==> config.mk <==
export PLATFORM = sky130hd
export DESIGN_NAME = pcs_40g_tx_sched
export DESIGN_NICKNAME = d
export VERILOG_FILES = /design/src/rtl/pcs_40g_pkg.sv /design/src/rtl/pcs_fifo.sv /design/src/rtl/pcs_40g_tx_sched.sv
export SDC_FILE = /design/constraint.sdc
export NUM_CORES = 1
export LEC_CHECK = 0
export ABC_CLOCK_PERIOD_IN_PS = 11500
export CORE_UTILIZATION = 54
export DETAILED_ROUTE_END_ITERATION = 8
export GPL_ROUTABILITY_DRIVEN = 0
export PLACE_DENSITY = 0.74
export SLEW_MARGIN = 20
export SYNTH_ARGS = -nofsm -noshare
export SYNTH_HDL_FRONTEND = slang
export SYNTH_HIERARCHICAL = 1
export SYNTH_SLANG_ARGS = --single-unit
==> constraint.sdc <==
create_clock -name clk -period 11.5 [get_ports clk]
set_clock_uncertainty 0.05 [all_clocks]
set_input_delay 2.3 -clock clk [delete_from_list [all_inputs] [get_ports clk]]
set_output_delay 2.3 -clock clk [all_outputs]
set_load 0.005 [all_outputs]
==> src/rtl/pcs_40g_pkg.sv <==
`default_nettype none
// ============================================================================
//  Module      : pcs_40g_pkg
//  Description : Shared constants, state/delimiter enums, idle/error lane
//                flag patterns and the last-delimiter helper used by the
//                40G PCS transmit scheduler.
//  Revision    : 1.0 - initial release
// ============================================================================
package pcs_40g_pkg;

    localparam int PCS_LANE_N    = 4;
    localparam int PCS_DATA_W    = 64;
    localparam int PCS_KEEP_W    = $clog2(PCS_DATA_W);
    // Widest lane count the delimiter helper can scan.
    localparam int PCS_MAX_LANES = 16;

    typedef enum logic [1:0] {
        IDLE  = 2'd0,
        PKT   = 2'd1,
        DRAIN = 2'd2
    } tx_state_t;

    typedef enum logic [1:0] {
        DELIM_NONE  = 2'd0,
        DELIM_START = 2'd1,
        DELIM_TERM  = 2'd2
    } delim_t;

    // Per-lane flag pattern; replicated across all lanes to form a word.
    typedef struct packed {
        logic ctrl;
        logic idle;
        logic start;
        logic term;
        logic err;
    } lane_flags_t;

    localparam lane_flags_t IDLE_WORD = '{ctrl: 1'b1, idle: 1'b1, start: 1'b0, term: 1'b0, err: 1'b0};
    localparam lane_flags_t ERR_WORD  = '{ctrl: 1'b1, idle: 1'b0, start: 1'b0, term: 1'b0, err: 1'b1};

    // Delimiter in the highest-indexed lane carrying start or term.
    // Vectors are zero-extended by the caller; higher lanes overwrite lower.
    function automatic delim_t last_delim(
        input logic [PCS_MAX_LANES-1:0] start_v,
        input logic [PCS_MAX_LANES-1:0] term_v
    );
        delim_t d;
        d = DELIM_NONE;
        for (int i = 0; i < PCS_MAX_LANES; i++) begin
            if (start_v[i]) d = DELIM_START;
            if (term_v[i])  d = DELIM_TERM;
        end
        return d;
    endfunction

endpackage
`default_nettype wire

==> src/rtl/pcs_fifo.sv <==
`default_nettype none
// ============================================================================
//  Module      : pcs_fifo
//  Description : Generic synchronous FIFO with first-word-fall-through read
//                port and occupancy output. DEPTH must be a power of two.
//  Revision    : 1.0 - initial release
// ============================================================================
module pcs_fifo #(
    parameter int WIDTH = 8,
    parameter int DEPTH = 4
)(
    input  logic                       clk,
    input  logic                       rst,
    input  logic                       i_push,
    input  logic [WIDTH-1:0]           i_wr_data,
    input  logic                       i_pop,
    output logic [WIDTH-1:0]           o_rd_data,
    output logic [$clog2(DEPTH+1)-1:0] o_level
);

    localparam int AW = $clog2(DEPTH);
    localparam int LW = $clog2(DEPTH+1);
    localparam logic [LW-1:0] c_FULL = LW'(DEPTH);

    logic [WIDTH-1:0] r_mem [DEPTH];
    logic [AW-1:0]    r_wr_ptr;
    logic [AW-1:0]    r_rd_ptr;
    logic [LW-1:0]    r_level;
    logic             w_do_push;
    logic             w_do_pop;

    // Overflow/underflow guards keep the pointers coherent even if misused.
    assign w_do_push = i_push & (r_level != c_FULL);
    assign w_do_pop  = i_pop  & (r_level != '0);

    // Storage write; contents need no reset since level gates visibility.
    always_ff @(posedge clk) begin
        if (w_do_push) r_mem[r_wr_ptr] <= i_wr_data;
    end

    // Pointer and occupancy tracking.
    always_ff @(posedge clk or posedge rst) begin
        if (rst) begin
            r_wr_ptr <= '0;
            r_rd_ptr <= '0;
            r_level  <= '0;
        end else begin
            if (w_do_push) r_wr_ptr <= r_wr_ptr + AW'(1);
            if (w_do_pop)  r_rd_ptr <= r_rd_ptr + AW'(1);
            case ({w_do_push, w_do_pop})
                2'b10:   r_level <= r_level + LW'(1);
                2'b01:   r_level <= r_level - LW'(1);
                default: r_level <= r_level;
            endcase
        end
    end

    assign o_rd_data = r_mem[r_rd_ptr];
    assign o_level   = r_level;

endmodule
`default_nettype wire

==> src/rtl/pcs_40g_tx_sched.sv <==
`default_nettype none
// ============================================================================
//  Module      : pcs_40g_tx_sched
//  Description : MAC-to-PCS transmit scheduler. Buffers XGMII words, holds a
//                packet start until enough words are queued, inserts idle
//                words between packets and error words on mid-packet underrun.
//  Revision    : 1.0 - initial release
// ============================================================================
module pcs_40g_tx_sched
    import pcs_40g_pkg::*;
#(
    parameter int LANE_N       = PCS_LANE_N,
    parameter int DATA_W       = PCS_DATA_W,
    parameter int KEEP_W       = $clog2(DATA_W),
    parameter int XGMII_DATA_W = LANE_N*DATA_W,
    parameter int XGMII_KEEP_W = LANE_N*KEEP_W,
    parameter int DEPTH        = 4,
    parameter int START_TH     = 2
)(
    input  logic                       clk,
    input  logic                       reset,
    input  logic                       mac_valid_i,
    output logic                       mac_ready_o,
    input  logic [LANE_N-1:0]          ctrl_v_i,
    input  logic [LANE_N-1:0]          idle_v_i,
    input  logic [LANE_N-1:0]          start_v_i,
    input  logic [LANE_N-1:0]          term_v_i,
    input  logic [LANE_N-1:0]          err_v_i,
    input  logic [XGMII_DATA_W-1:0]    data_i,
    input  logic [XGMII_KEEP_W-1:0]    keep_i,
    input  logic                       pcs_ready_i,
    output logic [LANE_N-1:0]          ctrl_v_o,
    output logic [LANE_N-1:0]          idle_v_o,
    output logic [LANE_N-1:0]          start_v_o,
    output logic [LANE_N-1:0]          term_v_o,
    output logic [LANE_N-1:0]          err_v_o,
    output logic [XGMII_DATA_W-1:0]    data_o,
    output logic [XGMII_KEEP_W-1:0]    keep_o,
    output logic                       underrun_o,
    output logic [$clog2(DEPTH+1)-1:0] level_o
);

    localparam int FLAG_W  = 5*LANE_N;
    localparam int ENTRY_W = FLAG_W + XGMII_DATA_W + XGMII_KEEP_W;
    localparam int LVL_W   = $clog2(DEPTH+1);

    localparam logic [LVL_W-1:0] c_DEPTH    = LVL_W'(DEPTH);
    localparam logic [LVL_W-1:0] c_START_TH = LVL_W'(START_TH);

    // Flag order throughout: {ctrl, idle, start, term, err}, each LANE_N wide.
    localparam logic [FLAG_W-1:0] c_IDLE_FLAGS = {{LANE_N{IDLE_WORD.ctrl}},  {LANE_N{IDLE_WORD.idle}},
                                                  {LANE_N{IDLE_WORD.start}}, {LANE_N{IDLE_WORD.term}},
                                                  {LANE_N{IDLE_WORD.err}}};
    localparam logic [FLAG_W-1:0] c_ERR_FLAGS  = {{LANE_N{ERR_WORD.ctrl}},   {LANE_N{ERR_WORD.idle}},
                                                  {LANE_N{ERR_WORD.start}},  {LANE_N{ERR_WORD.term}},
                                                  {LANE_N{ERR_WORD.err}}};

    localparam logic [1:0] c_SEL_IDLE = 2'd0;
    localparam logic [1:0] c_SEL_ERR  = 2'd1;
    localparam logic [1:0] c_SEL_HEAD = 2'd2;

    logic                     w_push;
    logic                     w_pop;
    logic [ENTRY_W-1:0]       w_wr_entry;
    logic [ENTRY_W-1:0]       w_head;
    logic [FLAG_W-1:0]        w_h_flags;
    logic [XGMII_DATA_W-1:0]  w_h_data;
    logic [XGMII_KEEP_W-1:0]  w_h_keep;
    logic [LANE_N-1:0]        w_h_start;
    logic [LANE_N-1:0]        w_h_term;
    logic [PCS_MAX_LANES-1:0] w_start_ext;
    logic [PCS_MAX_LANES-1:0] w_term_ext;
    delim_t                   w_head_delim;
    logic [LVL_W-1:0]         w_level;
    logic [LVL_W-1:0]         w_level_next;
    logic                     w_empty;
    logic [1:0]               w_sel;
    logic                     w_underrun_set;
    tx_state_t                w_state_next;

    tx_state_t                r_state;
    logic [FLAG_W-1:0]        r_flags;
    logic [XGMII_DATA_W-1:0]  r_data;
    logic [XGMII_KEEP_W-1:0]  r_keep;
    logic                     r_underrun;
    logic                     r_mac_ready;

    assign w_push     = mac_valid_i & r_mac_ready;
    assign w_wr_entry = {ctrl_v_i, idle_v_i, start_v_i, term_v_i, err_v_i, data_i, keep_i};

    pcs_fifo #(
        .WIDTH (ENTRY_W),
        .DEPTH (DEPTH)
    ) u_fifo (
        .clk       (clk),
        .rst       (reset),
        .i_push    (w_push),
        .i_wr_data (w_wr_entry),
        .i_pop     (w_pop),
        .o_rd_data (w_head),
        .o_level   (w_level)
    );

    assign {w_h_flags, w_h_data, w_h_keep} = w_head;
    assign w_h_start = w_h_flags[3*LANE_N-1 -: LANE_N];
    assign w_h_term  = w_h_flags[2*LANE_N-1 -: LANE_N];
    assign w_empty   = (w_level == '0);

    // Widen head delimiters to the helper's fixed scan width.
    always_comb begin
        w_start_ext             = '0;
        w_term_ext              = '0;
        w_start_ext[LANE_N-1:0] = w_h_start;
        w_term_ext[LANE_N-1:0]  = w_h_term;
    end

    assign w_head_delim = last_delim(w_start_ext, w_term_ext);

    // Load-cycle decision: what to present next, whether to pop, next state.
    always_comb begin
        w_pop          = 1'b0;
        w_sel          = c_SEL_IDLE;
        w_underrun_set = 1'b0;
        w_state_next   = r_state;
        if (pcs_ready_i) begin
            case (r_state)
                IDLE: begin
                    if (!w_empty) begin
                        if (w_h_start == '0) begin
                            w_pop = 1'b1;
                            w_sel = c_SEL_HEAD;
                        end else if (w_level >= c_START_TH) begin
                            // Enough buffered to ride out short MAC gaps.
                            w_pop = 1'b1;
                            w_sel = c_SEL_HEAD;
                            if (w_head_delim == DELIM_START) w_state_next = PKT;
                        end
                    end
                end
                PKT: begin
                    if (w_empty) begin
                        w_sel          = c_SEL_ERR;
                        w_underrun_set = 1'b1;
                        w_state_next   = DRAIN;
                    end else begin
                        w_pop = 1'b1;
                        w_sel = c_SEL_HEAD;
                        if (w_head_delim == DELIM_TERM) w_state_next = IDLE;
                    end
                end
                DRAIN: begin
                    // Discard the rest of the broken packet behind error words.
                    w_sel = c_SEL_ERR;
                    if (!w_empty) begin
                        w_pop = 1'b1;
                        if (w_head_delim == DELIM_TERM) w_state_next = IDLE;
                    end
                end
                default: w_state_next = IDLE;
            endcase
        end
    end

    // Occupancy after this edge, used to decide next-cycle MAC ready.
    always_comb begin
        w_level_next = w_level;
        if (w_push && !w_pop)      w_level_next = w_level + LVL_W'(1);
        else if (!w_push && w_pop) w_level_next = w_level - LVL_W'(1);
    end

    // Scheduler state and registered PCS word; frozen while the PCS stalls.
    always_ff @(posedge clk or posedge reset) begin
        if (reset) begin
            r_state    <= IDLE;
            r_flags    <= c_IDLE_FLAGS;
            r_data     <= '0;
            r_keep     <= '0;
            r_underrun <= 1'b0;
        end else begin
            r_underrun <= w_underrun_set;
            if (pcs_ready_i) begin
                r_state <= w_state_next;
                case (w_sel)
                    c_SEL_HEAD: begin
                        r_flags <= w_h_flags;
                        r_data  <= w_h_data;
                        r_keep  <= w_h_keep;
                    end
                    c_SEL_ERR: begin
                        r_flags <= c_ERR_FLAGS;
                        r_data  <= '0;
                        r_keep  <= '0;
                    end
                    default: begin
                        r_flags <= c_IDLE_FLAGS;
                        r_data  <= '0;
                        r_keep  <= '0;
                    end
                endcase
            end
        end
    end

    // MAC backpressure: ready whenever the FIFO will have a free slot.
    always_ff @(posedge clk or posedge reset) begin
        if (reset) r_mac_ready <= 1'b0;
        else       r_mac_ready <= (w_level_next < c_DEPTH);
    end

    assign {ctrl_v_o, idle_v_o, start_v_o, term_v_o, err_v_o} = r_flags;
    assign data_o      = r_data;
    assign keep_o      = r_keep;
    assign underrun_o  = r_underrun;
    assign mac_ready_o = r_mac_ready;
    assign level_o     = w_level;

endmodule
`default_nettype wire

==> impl_metrics.yaml <==
status:
  outcome: "finished, final reports clean"
pwr:
  ir_drop_mv: 0.2173
  sw_frac_of_total_pct: 27.69
  power_frac_comb_pct: 25.6
  powerDensity_nw_per_um2: 247.4
  power.internal_uw: 12200
  switchingPower_uw: 4671
  clkPwrFrac_pct: 29.3
  sequentialPowerShare_pct: 45.2
  p_leak_uw: 0.02330
timing:
  final-setup-viol-count: 0
  max_freq_ghz: 0.1824
  worst_slew_pin_slew_ns: 1.102
  fin_crit_ns: 5.483
  drv_slew: 0
  relSlewSlack_pct: 26.53
  min_period_over_period_pct: 47.68
  grt_setup_unrepaired: "no"
  holdWs_ns: 0.4422
  hold_violations: 0
  fin_tns_setup_ns: 0
routing:
  via_per_inst: 5.554
  finalWirelength_mm: 122.1
  ant_nets: 0
  drc_errors: 0
  vias: 28246
  drt_iter0_drc: 2442
  wl_per_cell_um: 24.01
  first_pass_iters: 5
grt:
  track_usage_pct: 23.41
  grt_pass1_vias: 28929
  grt_pass1_wl_mm: 180.9
  overflow: 0
  antenna_found_initial: 34
  grt_max_degree: 173
synth:
  yosysWarningCount: 6
  ys_types: 43
  synth-edff-count: 1200
  ys_seq_area_share_pct: 78.34
  syn_avg_cell_area_um2: 19.13
  ys_seq_elements: 1511
  synth-async-reset-ratio_pct: 20.58
  ys.flop_type: "edfxtp_1"
  syn-cell-area_um2: 55940
  postSynthCellCount: 2925
  synth_fp_nets: 3241
setup_path:
  crit_type: "reg2reg"
  reg2reg_slack_ns: 6.02
  cp-start-kind: "flop"
  r2r-start: "u_fifo/r_rd_ptr[0]"
  crit_required_ns: 12.11
  end_kind: "flop"
  path_max_fanout: 90
  reg2reg_depth: 11
  r2r-end: "data_o[231]"
  arrival_ns: 6.09
cts:
  hold_buffers: 0
  h-tree-depth: 4
  clkTransAtPathRegs_ns: 0.06
  numCtsBuffers: 151
  clk_path_buf_depth: 3
  cts_root_buf: "clkbuf_16"
  cts_resized: 0
  clock_sinks: 1511
  clock_latency_ns: 0.76
  post_cts_buffers: 0
  cts_tree: "yes"
final_layout:
  fin_area_um2: 68190
  drive_gt1_share_pct: 15.37
  final_cell_mix: "edfxtp_1, clkdlybuf4s50_1, inv_1"
  nets: 3890
  fillers: 6685
  final_common_cell: "edfxtp_1"
  area_delta_synth_final_pct: 21.90
  finalCoreUtilization_pct: 66.74
die:
  core_area_um2: 102200
  num_io_pins: 609
  die_width_um: 323.9
  die_h_um: 323.9
  initial_core_util_pct: 54.75
  die-area_um2: 104900
  fp-row-count: 117
run:
  maxCapViolCount: 0
placement:
  dp.final_hpwl_mm: 69.19
  place_area_um2: 63100
  io_buffers: 608
min_path:
  min_path_cells: 2
  hold_path_class: "reg2reg"
  min_from: "r_flags[15]"
  hold_path_end: "r_flags[15]"
-- sequential cells by signal, indices dropped and copies added, names as in the netlist --
signal	cells
u_fifo/r_mem	1200
u_fifo/r_rd_ptr	2
data_o	256
mac_ready_o	1
u_fifo/r_wr_ptr	2
r_flags	20
r_state	2
underrun_o	1
u_fifo/o_level	3
keep_o	24
-- synthesized netlist by cell type, types with 6 or more instances --
library cell | n | share of area [%]
a21oi_1 | 21 | 0.19
and2_1 | 6 | 0.067
buf_12 | 22 | 0.79
buf_2 | 57 | 0.51
buf_6 | 10 | 0.20
clkbuf_1 | 43 | 0.29
dfrtp_1 | 303 | 14
dfstp_2 | 8 | 0.38
edfxtp_1 | 1200 | 64
ha_1 | 11 | 0.25
inv_1 | 306 | 2.1
mux4_2 | 300 | 12
nand2_1 | 291 | 2.0
nor2_1 | 17 | 0.11
o21ai_0 | 290 | 2.6
-- final cells by class --
class | instances | area [um^2] | share of cell area, %
Timing Repair Buffer | 631 | 6437 | 9.440
Tap cell | 1368 | 1712 | 2.510
Sequential cell | 1511 | 43830 | 64.28
Clock buffer | 209 | 4170 | 6.115
Antenna cell | 16 | 40.04 | 0.05871
Clock inverter | 72 | 880.8 | 1.292
Inverter | 306 | 1156 | 1.695
Multi-Input combinational cell | 973 | 9962 | 14.61
-- how the worst max path moves through the flow --
stage                                   from     endpoint  slack [ns]  cells after the start
after floorplan                        reset    data_o[0]        0.76                      1
after global placement           pcs_ready_i  data_o[254]        5.77                      9
after detailed placement         pcs_ready_i  data_o[231]        5.69                      9
after CTS                 u_fifo/r_rd_ptr[0]  data_o[206]        5.84                     11
after global routing      u_fifo/r_rd_ptr[0]  data_o[231]        5.51                     11
final                     u_fifo/r_rd_ptr[0]  data_o[231]        6.02                     11
-- per-layer routing --
| layer | part of all wire (%) | GRT usage [%] |
|---|---|---|
| met1 | 39 | 31.06 |
| met2 | 50 | 37.46 |
| met3 | 8.0 | 6.762 |
| met4 | 2.2 | 7.872 |
| met5 | 0.22 | 0 |
-- logic make-up (layout without fill, tap and decap cells) --
family	after synthesis	after routing	share of synthesized area [%]
simple gates	326	326	2.277
mux	303	303	12.13
fa+ha+maj	12	12	0.2818
compound gates	325	325	2.984
other cells	0	16	0
flops	1511	1511	78.34
xor+xnor	7	7	0.1096
buf+inv	441	1218	3.874
-- critical path: stages, from the launching register on --
cell     delay, ns
dfrtp_4       0.87
buf_12        0.54
mux4_2        0.62
nor4_1        0.49
o31a_2        0.21
o21ai_0       0.10
inv_1         0.08
ha_1          0.47
and2_4        0.71
buf_4         0.79
nand2_1       0.13
o21ai_0       0.14
-- stage by stage --
step / setup WS (ns) / cells / total power (uW)
after floorplan: 0.7606 / 2925 / 10440
after global placement: 5.770 / 4789 / 11980
after detailed placement: 5.685 / 4789 / 12070
after CTS: 5.836 / 5070 / 17040
after global routing: 5.512 / 5081 / 17600
final: 6.017 / 5086 / 16870
-- power by group through the flow --
stage	Sequential (uW)	Clock [uW]	Combinational, uW
floorplan	7770	0	2680
global placement	7680	0	4300
detailed placement	7720	0	4350
CTS	7630	5020	4380
global route	7720	5220	4660
finish	7620	4940	4310
Power figures use the tool's default switching activity.
